## src/rtl/rom_loader_if.sv

```systemverilog
// Byte-stream input and ROM write port of the Hack instruction loader.
// slave: the loader side; master: the host link / ROM side.
interface rom_loader_if #(
  parameter int ADDR_WIDTH = 15,
  parameter int DATA_WIDTH = 16
);
  logic [7:0]            in_data;
  logic                  in_valid;
  logic                  in_ready;
  logic                  rom_we;
  logic [ADDR_WIDTH-1:0] rom_addr;
  logic [DATA_WIDTH-1:0] rom_data;

  modport slave (
    input  in_data, in_valid,
    output in_ready, rom_we, rom_addr, rom_data
  );

  modport master (
    output in_data, in_valid,
    input  in_ready, rom_we, rom_addr, rom_data
  );
endinterface

```

## src/rtl/rom_loader.sv

```systemverilog
// rom_loader: receives a length-prefixed big-endian word image as a byte
// stream and writes it sequentially into the instruction ROM from address 0,
// holding the CPU in reset while loading or after an aborted load.
// Optional: define ROM_LOADER_CHECKSUM_EN to require a trailing 8-bit
// checksum byte (sum mod 256 of all data bytes).
module rom_loader #(
  parameter int ADDR_WIDTH = 15,
  parameter int DATA_WIDTH = 16
) (
  input  logic          clk,
  input  logic          reset_n,
  input  logic          start,
  rom_loader_if.slave   bus,
  output logic          cpu_reset,
  output logic          busy,
  output logic          done,
  output logic          error
);

  typedef enum logic [3:0] {
    IDLE, LEN_HI, LEN_LO, DATA_HI, DATA_LO, WRITE, DONE, ERR
`ifdef ROM_LOADER_CHECKSUM_EN
    , CSUM
`endif
  } state_t;

  localparam logic [31:0]           DEPTH    = 32'd1 << ADDR_WIDTH;
  localparam logic [ADDR_WIDTH-1:0] ADDR_ONE = 1;
  localparam logic [ADDR_WIDTH:0]   CNT_ONE  = 1;

  state_t                state_q, state_d;
  logic [7:0]            len_hi_q, len_hi_d;
  logic [ADDR_WIDTH:0]   n_q, n_d;
  logic [ADDR_WIDTH:0]   wcnt_q, wcnt_d;
  logic [ADDR_WIDTH-1:0] addr_q, addr_d;
  logic [DATA_WIDTH-1:0] data_q, data_d;
  logic                  in_ready_q, in_ready_d;
  logic                  rom_we_q, rom_we_d;
  logic                  busy_q, busy_d;
  logic                  done_q, done_d;
  logic                  error_q, error_d;
  logic                  acc;
  logic [31:0]           len_ext;
`ifdef ROM_LOADER_CHECKSUM_EN
  logic [7:0]            csum_q, csum_d;
  state_t                end_st;
  assign end_st = CSUM;
`else
  state_t                end_st;
  assign end_st = DONE;
`endif

  assign acc     = bus.in_valid && in_ready_q;
  assign len_ext = {16'd0, len_hi_q, bus.in_data};

  // Next-state and next-output decode; all outputs are registered from state_d.
  always_comb begin
    state_d  = state_q;
    len_hi_d = len_hi_q;
    n_d      = n_q;
    wcnt_d   = wcnt_q;
    addr_d   = addr_q;
    data_d   = data_q;
`ifdef ROM_LOADER_CHECKSUM_EN
    csum_d   = csum_q;
`endif
    case (state_q)
      IDLE, DONE, ERR: begin
        if (start) begin
          state_d = LEN_HI;
          addr_d  = '0;
          wcnt_d  = '0;
`ifdef ROM_LOADER_CHECKSUM_EN
          csum_d  = '0;
`endif
        end
      end
      LEN_HI: if (acc) begin
        len_hi_d = bus.in_data;
        state_d  = LEN_LO;
      end
      LEN_LO: if (acc) begin
        n_d = len_ext[ADDR_WIDTH:0];
        if (len_ext == 32'd0)      state_d = end_st;
        else if (len_ext > DEPTH)  state_d = ERR;
        else                       state_d = DATA_HI;
      end
      DATA_HI: if (acc) begin
        data_d[15:8] = bus.in_data;
`ifdef ROM_LOADER_CHECKSUM_EN
        csum_d = csum_q + bus.in_data;
`endif
        state_d = DATA_LO;
      end
      DATA_LO: if (acc) begin
        data_d[7:0] = bus.in_data;
`ifdef ROM_LOADER_CHECKSUM_EN
        csum_d = csum_q + bus.in_data;
`endif
        state_d = WRITE;
      end
      WRITE: begin
        // Address wraps naturally at 2**ADDR_WIDTH; the count is one bit wider.
        addr_d  = addr_q + ADDR_ONE;
        wcnt_d  = wcnt_q + CNT_ONE;
        state_d = (wcnt_d == n_q) ? end_st : DATA_HI;
      end
`ifdef ROM_LOADER_CHECKSUM_EN
      CSUM: if (acc) state_d = (bus.in_data == csum_q) ? DONE : ERR;
`endif
      default: state_d = IDLE;
    endcase

`ifdef ROM_LOADER_CHECKSUM_EN
    in_ready_d = state_d inside {LEN_HI, LEN_LO, DATA_HI, DATA_LO, CSUM};
`else
    in_ready_d = state_d inside {LEN_HI, LEN_LO, DATA_HI, DATA_LO};
`endif
    rom_we_d = (state_d == WRITE);
    busy_d   = in_ready_d | rom_we_d;
    done_d   = (state_d == DONE);
    error_d  = (state_d == ERR);
  end

  // State and datapath registers.
  always_ff @(posedge clk or negedge reset_n) begin
    if (!reset_n) begin
      state_q    <= IDLE;
      len_hi_q   <= '0;
      n_q        <= '0;
      wcnt_q     <= '0;
      addr_q     <= '0;
      data_q     <= '0;
      in_ready_q <= 1'b0;
      rom_we_q   <= 1'b0;
      busy_q     <= 1'b0;
      done_q     <= 1'b0;
      error_q    <= 1'b0;
`ifdef ROM_LOADER_CHECKSUM_EN
      csum_q     <= '0;
`endif
    end else begin
      state_q    <= state_d;
      len_hi_q   <= len_hi_d;
      n_q        <= n_d;
      wcnt_q     <= wcnt_d;
      addr_q     <= addr_d;
      data_q     <= data_d;
      in_ready_q <= in_ready_d;
      rom_we_q   <= rom_we_d;
      busy_q     <= busy_d;
      done_q     <= done_d;
      error_q    <= error_d;
`ifdef ROM_LOADER_CHECKSUM_EN
      csum_q     <= csum_d;
`endif
    end
  end

  assign bus.in_ready = in_ready_q;
  assign bus.rom_we   = rom_we_q;
  assign bus.rom_addr = addr_q;
  assign bus.rom_data = data_q;
  assign busy         = busy_q;
  assign done         = done_q;
  assign error        = error_q;
  assign cpu_reset    = busy_q | error_q;

endmodule

```

## src/flat_wrapper.sv

```systemverilog
// flat-port wrapper written by rule: the top's interface ports become plain ports
module rom_loader_flat 
#(
  parameter int ADDR_WIDTH = 15,
  parameter int DATA_WIDTH = 16
)
  (clk, reset_n, start, cpu_reset, busy, done, error, bus_in_data, bus_in_valid, bus_in_ready, bus_rom_we, bus_rom_addr, bus_rom_data);
  rom_loader_if #(.ADDR_WIDTH(ADDR_WIDTH), .DATA_WIDTH(DATA_WIDTH)) bus_i ();
  input  logic clk;
  input  logic reset_n;
  input  logic start;
  output logic cpu_reset;
  output logic busy;
  output logic done;
  output logic error;
  input wire logic [$bits(bus_i.in_data)-1:0] bus_in_data;
  input wire logic [$bits(bus_i.in_valid)-1:0] bus_in_valid;
  output wire logic [$bits(bus_i.in_ready)-1:0] bus_in_ready;
  output wire logic [$bits(bus_i.rom_we)-1:0] bus_rom_we;
  output wire logic [$bits(bus_i.rom_addr)-1:0] bus_rom_addr;
  output wire logic [$bits(bus_i.rom_data)-1:0] bus_rom_data;
  assign bus_i.in_data = bus_in_data;
  assign bus_i.in_valid = bus_in_valid;
  assign bus_in_ready = bus_i.in_ready;
  assign bus_rom_we = bus_i.rom_we;
  assign bus_rom_addr = bus_i.rom_addr;
  assign bus_rom_data = bus_i.rom_data;
  rom_loader #(.ADDR_WIDTH(ADDR_WIDTH), .DATA_WIDTH(DATA_WIDTH)) u_core (.clk(clk), .reset_n(reset_n), .start(start), .bus(bus_i), .cpu_reset(cpu_reset), .busy(busy), .done(done), .error(error));
endmodule
```

## config.mk

```make
export PLATFORM = sky130hd
export DESIGN_NAME = rom_loader_flat
export DESIGN_NICKNAME = d
export VERILOG_FILES = /design/src/rtl/rom_loader_if.sv /design/src/rtl/rom_loader.sv /design/src/flat_wrapper.sv
export SDC_FILE = /design/constraint.sdc
export NUM_CORES = 1
export LEC_CHECK = 0
export ABC_AREA = 0
export CORE_MARGIN = 8
export CORE_UTILIZATION = 45
export DETAILED_ROUTE_END_ITERATION = 12
export GPL_TIMING_DRIVEN = 0
export PLACE_DENSITY = 0.7
export SLEW_MARGIN = 20
export SYNTH_ARGS = -nofsm -noshare
export SYNTH_HDL_FRONTEND = slang
export SYNTH_SLANG_ARGS = --single-unit
```

## constraint.sdc

```tcl
create_clock -name clk -period 3.7 [get_ports clk]
set_clock_uncertainty 0.05 [all_clocks]
set_input_delay 0.74 -clock clk [delete_from_list [all_inputs] [get_ports clk]]
set_output_delay 0.74 -clock clk [all_outputs]
set_load 0.03 [all_outputs]
```

==> impl_metrics.tcl, run 1 <==
set metrics [dict create \
    wl_um 9390 \
    p_clk_share_pct 36.7 \
    numPortBuffers 48 \
    intPower_mw 1.38 \
    yosys_register_bits 80 \
    final_common_cell "dfrtp_1" \
    gr-total-overflow 0 \
    final_hold_viol_count 0 \
    ys_seq_area_share_pct 49.7 \
    die_h_um 111 \
    drc_errors 0 \
    p_comb_share_pct 11.1 \
    syn_inst 386 \
    p_sw_mw 0.484 \
    viasPerCell 5.62 \
    grt_pass1_wl_um 15800 \
    io_pins 49 \
    period_needed_ns 2.85 \
    clkSinkCount 80 \
    holdBufCountCts 0 \
    crit_arrival_ns 3.01 \
    route.antenna.remaining_nets 0 \
    clk_pin_slew_ns 0.08 \
    clk_latency_ns 0.36 \
    synthDistinctLibCells 58 \
    yosysTopAreaCellShare_pct 49.7 \
    required_ns 3.85 \
    layout_common_cells "dfrtp_1 (80), clkdlybuf4s50_1 (47), mux2_2 (40)" \
    first_pass_iters 4 \
    finalCoreUtilization_pct 56.1 \
    setup_tns_ns 0 \
    fin_crit_sh_pct 77.2 \
    core_region_area_sq_um 8720 \
    grt_pass1_vias 3147 \
    initialDrtViolationCount 157 \
    setup.worst_path.end_class "flop" \
    p_per_area_nw_per_um2 381 \
    clockRootBuffer "clkbuf_8" \
    grt_start_max_net_pins 56 \
    antenna_found_initial 0 \
    drv_slew 0 \
    fmax_ghz 0.350 \
    num-nets-final 460 \
    path_class "reg2reg" \
    ir_drop_v 0.000276 \
    cts_made_buffers 9 \
    worstRegToRegCells 8 \
    area_delta_synth_final_pct 21.3 \
    gp_congestion 0.891 \
    cts_tree "built" \
    die_x_um 111 \
    leakagePower_nw 2.20 \
    finalPower_mw 1.86 \
    synth_top_flop_cell "dfrtp_1" \
    synth_area_leaders "dfrtp_1 (50%), mux2_2 (11%), o21ai_0 (4.3%)" \
    synth_fp_nets 400 \
    status "completed" \
    synth-edff-count 0 \
    tightest_slew_ns 0.807 \
    crit_path_max_fanout 8 \
    wl_per_cell_um 16.8 \
    cp_cell_sequence "ha_1 > nand4_2 > nor3_4 > xnor2_1 > a2111oi_0 > nand4_1 > nor2_1 > o21ai_0" \
    pwr-share-seq_pct 52.2 \
    drive_gt1_share_pct 17.1 \
    rsz0062_at_grt "false" \
    post_cts_buffers 0 \
    critPathMaxStageDelay_ns 0.58 \
    via_count 3143 \
    crit_path_start_kind "flop" \
    cap_violations 0 \
    cts.repair.resized 0 \
    grt_use_total_pct 15.4 \
    crit_slowest_cell "a2111oi_0" \
    yosys.area.top_type "dfrtp_1" \
    syn-cell-area_sq_um 4030 \
    hold_class "in2async" \
    synth_area_per_cell_sq_um 10.4 \
    hpwl_um 6800 \
    dieArea_sq_um 12200 \
    sw_frac_of_total_pct 26.0 \
    std_cell_rows 34 \
    ys_warn_count 0 \
    htreeDepth 3 \
    maxSlewHeadroom_pct 45.7 \
    initial_core_util_pct 46.2 \
    antenna_cells 0 \
    async_reset_ff_share_pct 100 \
    cts_max_path_buffers 2 \
    setup_viol_count_final 0 \
]
[per-stage QoR]
step / setup slack (ns) / instances / area, sq um / hold slack, ns
final: 0.845 / 559 / 4890 / 0.241
after global routing: 0.613 / 559 / 4890 / 0.248
after CTS: 0.783 / 559 / 4880 / 0.242
after detailed placement: 0.643 / 543 / 4670 / 0.435
after global placement: -0.981 / 542 / 4650 / 0.420
after floorplan: 1.44 / 386 / 4030 / 0.394
[cells by family (layout without fill, tap and decap cells)]
family          after synthesis  after routing  share of synthesized area (%)
compound gates               77             77                           12.3
xor+xnor                     24             24                           5.22
fa+ha+maj                     2              2                          0.621
buf+inv                      29             94                           3.14
flops                        80             80                           49.7
mux                          44             44                           12.2
other cells                   1              1                         0.0930
simple gates                129            129                           16.8
[layout make-up]
class,count,area [sq um]
Fill cell,758,3830
Timing Repair Buffer,49,505
Buffer,21,96.3
Inverter,8,30.0
Clock inverter,5,61.3
Multi-Input combinational cell,277,1910
Tap cell,108,135
Clock buffer,11,151
Sequential cell,80,2000
[critical path: cells and delay by family, from the launching register on]
family	cells	cell delay, ns
adder cells (fa/ha/maj)	1	0.29
AND/OR/NAND/NOR	4	1.15
XOR/XNOR	1	0.10
flip-flops	1	0.44
AO/OA/AOI/OAI	2	0.69
[path summary, 6_finish.rpt]
| check | startpoint | to | slack, ns |
|---|---|---|---|
| setup / recovery | u_core.wcnt_q[0]$_DFFE_PN0P_ | u_core.busy$_DFF_PN0_ | 0.85 |
| hold / removal | reset_n | u_core.bus.rom_data[2]$_DFFE_PN0P_ | 0.24 |
| setup reg to reg | u_core.wcnt_q[0]$_DFFE_PN0P_ | u_core.busy$_DFF_PN0_ | 0.85 |
| hold reg to reg | u_core.bus.rom_addr[14]$_DFFE_PN0P_ | u_core.bus.rom_addr[14]$_DFFE_PN0P_ | 0.44 |
| max in group asynchronous | reset_n | u_core.bus.rom_addr[12]$_DFFE_PN0P_ | 2.77 |
| min in group clk | u_core.bus.rom_addr[14]$_DFFE_PN0P_ | u_core.bus.rom_addr[14]$_DFFE_PN0P_ | 0.44 |
[synth_stat cells (all sizes together), types with 2 or more instances]
cell type / n
a211o: 2
a21oi: 6
a221oi: 2
a31oi: 4
and2: 5
and3: 2
buf: 5
clkbuf: 16
dfrtp: 80
ha: 2
inv: 8
mux2: 40
mux2i: 4
nand2: 33
nand2b: 3
nand3: 18
nand3b: 2
nand4: 12
nor2: 27
nor2b: 3
nor3: 6
nor4: 8
o21ai: 36
o31ai: 11
o41ai: 2
or2: 3
or3: 2
xnor2: 12
xor2: 12
[power by group through the flow]
stage | clock network [mW] | registers [mW] | logic [mW]
after floorplan | 0 | 0.990 | 0.111
after global placement | 0 | 0.988 | 0.200
after detailed placement | 0 | 0.991 | 0.210
after CTS | 0.700 | 0.973 | 0.210
after global routing | 0.729 | 0.981 | 0.227
final | 0.684 | 0.973 | 0.207
[metal layers]
layer  global-route usage [%]  wire length, um
met1                     19.1             4060
met2                     24.9             4560
met3                     4.71              684
met4                     5.05               81
met5                        0                0
[registers in the layout, summed over array words and instances (netlist names)]
register,cells
u_core.busy,1
u_core.wcnt_q,16
u_core.bus.rom_addr,15
u_core.bus.rom_data,16
u_core.bus.in_ready,1
u_core.n_q,16
u_core.done,1
u_core.error,1
u_core.state_q,4
u_core.bus.rom_we,1
u_core.len_hi_q,8
(Power assumes the default switching activity.)
==> run 2: changes to the inputs <==
==> constraint.sdc (replaced) <==
create_clock -name clk -period 2.7 [get_ports clk]
set_clock_uncertainty 0.05 [all_clocks]
set_input_delay 0.54 -clock clk [delete_from_list [all_inputs] [get_ports clk]]
set_output_delay 0.54 -clock clk [all_outputs]
set_load 0.03 [all_outputs]
==> impl_metrics.tcl, run 2 (synthesized netlist as in run 1, its figures left out) <==
set metrics [dict create \
    p_per_area_nw_per_um2 521 \
    path_class "reg2reg" \
    std_cell_rows 34 \
    cts_tree "built" \
    htreeDepth 3 \
    layout_common_cells "dfrtp_1 (80), clkdlybuf4s50_1 (47), mux2_2 (40)" \
    fin_hold_ws_ns 0.0397 \
    grt_start_max_net_pins 56 \
    required_ns 2.85 \
    setup_tns_ns 0 \
    holdBufCountCts 0 \
    wl_per_cell_um 16.7 \
    clkSinkCount 80 \
    dp_cells 543 \
    initial_core_util_pct 46.2 \
    die_h_um 111 \
    drive_gt1_share_pct 18.0 \
    area_delta_synth_final_pct 21.9 \
    grt_use_total_pct 15.4 \
    grt_pass1_vias 3162 \
    crit_path_max_fanout 8 \
    maxSlewHeadroom_pct 44.5 \
    finalNonFillerCells 558 \
    hpwl_um 6800 \
    sw_frac_of_total_pct 26.0 \
    via_count 3160 \
    dieArea_sq_um 12200 \
    status "completed" \
    fin_crit_sh_pct 93.3 \
    fmax_ghz 0.397 \
    cap_violations 0 \
    pwr-share-seq_pct 52.1 \
    wl_um 9340 \
    final_common_cell "dfrtp_1" \
    numPortBuffers 48 \
    ir_drop_v 0.000379 \
    grt_pass1_wl_um 15800 \
    antenna_cells 0 \
    crit_arrival_ns 2.67 \
    drv_slew 0 \
    cts_made_buffers 9 \
    antenna_found_initial 0 \
    p_sw_mw 0.665 \
    setup_viol_count_final 0 \
    dp_slack_ns -0.203 \
    clk_pin_slew_ns 0.08 \
    cts_max_path_buffers 2 \
    tightest_slew_ns 0.824 \
    gp_congestion 0.891 \
    io_pins 49 \
    clockRootBuffer "clkbuf_8" \
    p_clk_share_pct 36.7 \
    core_region_area_sq_um 8720 \
    initialDrtViolationCount 143 \
    p_comb_share_pct 11.2 \
    die_x_um 111 \
    period_needed_ns 2.52 \
    route.antenna.remaining_nets 0 \
    rsz0062_at_grt "false" \
    setup_slack_ns 0.182 \
    viasPerCell 5.66 \
    drc_errors 0 \
    final_hold_viol_count 0 \
    num-nets-final 459 \
    crit_path_start_kind "flop" \
    leakagePower_nw 2.21 \
    first_pass_iters 5 \
    clk_latency_ns 0.36 \
    gr-total-overflow 0 \
    intPower_mw 1.89 \
    hold_class "in2async" \
    setup.worst_path.end_class "flop" \
]
[run 2: cell types whose count changed in the layout (fill, tap and decap cells not counted)]
cell	previous run	this run
clkbuf_1	14	12
a2111oi_0	1	0
a2111oi_2	0	1
buf_4	2	3
ha_1	2	1
ha_2	0	1
nand4_2	2	1
nand4_4	0	1
nor4_1	8	7
nor4_2	0	1
[run 2: stage by stage]
step | total power, mW | utilization (%) | area (sq um)
after floorplan | 1.51 | - | 4030
after global placement | 1.63 | 53.3 | 4650
after detailed placement | 1.65 | 53.6 | 4670
after CTS | 2.58 | 56.2 | 4900
after global routing | 2.66 | 56.3 | 4910
final | 2.56 | 56.3 | 4910
[run 2: worst paths after layout]
check                                               startpoint                             endpoint  slack [ns]  cells past startpoint
setup reg to reg                  u_core.wcnt_q[0]$_DFFE_PN0P_                u_core.busy$_DFF_PN0_        0.18                      9
hold / removal                                         reset_n   u_core.bus.rom_data[2]$_DFFE_PN0P_        0.04                      1
setup / recovery                  u_core.wcnt_q[0]$_DFFE_PN0P_                u_core.busy$_DFF_PN0_        0.18                      9
max in group asynchronous                              reset_n  u_core.bus.rom_addr[12]$_DFFE_PN0P_        1.97                      2
min in group clk           u_core.bus.rom_addr[14]$_DFFE_PN0P_  u_core.bus.rom_addr[14]$_DFFE_PN0P_        0.44                      1
hold reg to reg            u_core.bus.rom_addr[14]$_DFFE_PN0P_  u_core.bus.rom_addr[14]$_DFFE_PN0P_        0.44                      1
[run 2: power by group through the flow]
stage,sequential [mW],clock (mW),combinational (mW)
after floorplan,1.36,0,0.153
after global routing,1.34,0.999,0.316
final,1.33,0.939,0.287
after detailed placement,1.36,0,0.287
after global placement,1.35,0,0.274
after CTS,1.33,0.959,0.291
[run 2: routing by layer]
| layer | track usage, % | up-vias | share of wire (%) |
|---|---|---|---|
| met5 | 0 | - | 0 |
| met4 | 5.05 | 0 | 1.2 |
| met3 | 4.76 | 11 | 7.1 |
| met2 | 25.0 | 98 | 48 |
| met1 | 19.0 | 1532 | 43 |
| li1 | - | 1519 | - |
[run 2: area by class of cell]
class / count / area, sq um
flip-flops and latches: 80 / 2000
plain buffers: 19 / 88.8
repair buffers: 50 / 513
clock inverters: 5 / 61.3
multi-input cells: 277 / 1930
inverters: 8 / 30.0
fillers: 757 / 3810
clock buffers: 11 / 151
well taps: 108 / 135
[run 2: worst max-delay path: stages (launching register included)]
cell and delay (ns):
dfrtp_1 0.44, ha_2 0.28, nand4_4 0.18, nor3_4 0.30, xnor2_1 0.12, a2111oi_2 0.42, nand4_1 0.14, buf_4 0.17
nor2_1 0.15, o21ai_0 0.11
[run 2: what timing repair did]
item,in CTS,in global routing
hold endpoints to repair,0,0
resized for setup,2,3
buffers inserted,1,0
pin swaps,1,0
endpoints found under the setup margin,6,12
==> run 3: changes to the inputs <==
--- a/config.mk
+++ b/config.mk
@@ -6,6 +6,7 @@
 export NUM_CORES = 1
 export LEC_CHECK = 0
 export ABC_AREA = 0
+export CORE_ASPECT_RATIO = 0.6
 export CORE_MARGIN = 8
 export CORE_UTILIZATION = 45
 export DETAILED_ROUTE_END_ITERATION = 12
==> impl_metrics.tcl, run 3 (synthesized netlist as in run 1, its figures left out) <==
set metrics [dict create \
    dieArea_sq_um 12300 \
    required_ns 2.85 \
    via_count 3268 \
    status "completed" \
    std_cell_rows 26 \
    path_class "reg2reg" \
    layout_common_cells "dfrtp_1 (80), clkdlybuf4s50_1 (47), mux2_2 (40)" \
    leakagePower_nw 2.24 \
    grt_pass1_wl_um 17200 \
    crit_path_max_fanout 10 \
    final_common_cell "dfrtp_1" \
    cts_made_buffers 9 \
    initialDrtViolationCount 333 \
    finalPower_mw 2.86 \
    setup_viol_count_final 0 \
    hold_class "in2async" \
    crit_top_cell "clkbuf_1" \
    drive_gt1_share_pct 17.8 \
    numPortBuffers 48 \
    ir_drop_v 0.000306 \
    setup_tns_ns 0 \
    critPathMaxStageDelay_ns 0.50 \
    crit_slowest_cell "or3b_2" \
    clk_latency_ns 0.34 \
    wl_um 10300 \
    p_per_area_nw_per_um2 570 \
    cp_top_family "simple AND/OR/NAND/NOR gates" \
    core_region_area_sq_um 8590 \
    fmax_ghz 0.397 \
    setup.worst_path.end_class "flop" \
    die_x_um 138 \
    cp_cell_sequence "clkbuf_1 > nor3_1 > a21oi_1 > or3b_2 > and2_1 > clkbuf_1 > clkbuf_2 > o21ai_0 > o41ai_1" \
    first_pass_iters 5 \
    gr-total-overflow 0 \
    clk_pin_slew_ns 0.06 \
    hpwl_um 7420 \
    cts_max_path_buffers 2 \
    io_pins 49 \
    cts_tree "built" \
    dp_slack_ns -0.167 \
    critical_path_buf_inv_count 3 \
    die_h_um 89.3 \
    cap_violations 0 \
    antenna_cells 0 \
    clockRootBuffer "clkbuf_16" \
    tightest_slew_ns 0.681 \
    initial_core_util_pct 46.9 \
    antenna_found_initial 0 \
    final_hold_viol_count 0 \
    viasPerCell 5.81 \
    period_needed_ns 2.52 \
    grt_start_max_net_pins 47 \
    crit_arrival_ns 2.67 \
    gp_congestion 0.904 \
    drc_errors 0 \
    n_fill_cell 772 \
    maxSlewHeadroom_pct 54.3 \
    htreeDepth 3 \
    area_delta_synth_final_pct 24.5 \
    grt_pass1_vias 3240 \
    setup_slack_ns 0.183 \
    num-nets-final 459 \
    wl_per_cell_um 18.3 \
    grt_use_total_pct 17.4 \
    clkSinkCount 80 \
    finalNonFillerCells 562 \
    drv_slew 0 \
    route.antenna.remaining_nets 0 \
    fin_crit_sh_pct 93.2 \
    dp_cells 547 \
    crit_path_start_kind "flop" \
]
[run 3: changes by cell type in the layout (fill, tap and decap cells not counted)]
cell        delta
a2111oi_1      +1
a2111oi_2      -1
clkbuf_1       +1
clkbuf_16      +9
clkbuf_2       +1
clkbuf_8      -10
clkinv_2       -1
clkinvlp_4     +2
ha_2           -1
ha_4           +1
inv_6          -2
nor4_1         -1
nor4_2         +1
[run 3: worst register-to-register path: stages (launching register included)]
cell and delay (ns):
dfrtp_1 0.36, clkbuf_1 0.19, nor3_1 0.21, a21oi_1 0.05, or3b_2 0.50, and2_1 0.18, clkbuf_1 0.23, clkbuf_2 0.28
o21ai_0 0.22, o41ai_1 0.10
[run 3: what timing repair did]
action,CTS,global route
hold buffers,0,0
resized for setup,2,6
setup buffers,0,1
hold endpoints to repair,0,0
endpoints found under the setup margin,5,28
pin swaps,0,1
cloned,0,0
[run 3: layout make-up]
cell class	count	area, sq um	area share (%)
sequential	80	2000	39.9
inverter	8	30.0	0.599
buffer	19	90.1	1.80
timing repair buffer	50	513	10.2
tap	112	140	2.79
multi-input combinational	277	1940	38.7
clock inverter	4	53.8	1.07
clock buffer	12	246	4.91
[run 3: layer usage]
layer	global-route usage (%)	wire [um]
met3	6.26	906
met2	25.1	4330
met1	24.2	4940
met4	4.41	98
met5	0	0
[run 3: stage by stage]
step,area (sq um),util (%),hold slack [ns]
global placement,4650,54.2,0.422
CTS,4990,58.1,0.122
floorplan,4030,-,0.194
detailed placement,4680,54.4,0.438
global route,5020,58.4,0.142
finish,5020,58.4,0.109
[run 3: where the power goes]
part           internal (mW)  switching [mW]  total [mW]
registers               1.27          0.0681        1.34
clock network          0.744           0.489        1.23
logic                  0.138           0.150       0.289
total                   2.15           0.707        2.86
[run 3: path summary, 6_finish.rpt]
| kind | slack (ns) | to | start | cells after the start |
|---|---|---|---|---|
| max | 0.18 | u_core.wcnt_q[7]$_DFFE_PN0P_ | u_core.state_q[0]$_DFF_PN0_ | 9 |
| min | 0.11 | u_core.wcnt_q[12]$_DFFE_PN0P_ | reset_n | 1 |
| max reg2reg | 0.18 | u_core.wcnt_q[7]$_DFFE_PN0P_ | u_core.state_q[0]$_DFF_PN0_ | 9 |
| min reg2reg | 0.44 | u_core.bus.rom_addr[11]$_DFFE_PN0P_ | u_core.bus.rom_addr[11]$_DFFE_PN0P_ | 1 |
| max in group asynchronous | 1.90 | u_core.bus.rom_data[0]$_DFFE_PN0P_ | reset_n | 2 |
| min in group clk | 0.44 | u_core.bus.rom_addr[11]$_DFFE_PN0P_ | u_core.bus.rom_addr[11]$_DFFE_PN0P_ | 1 |
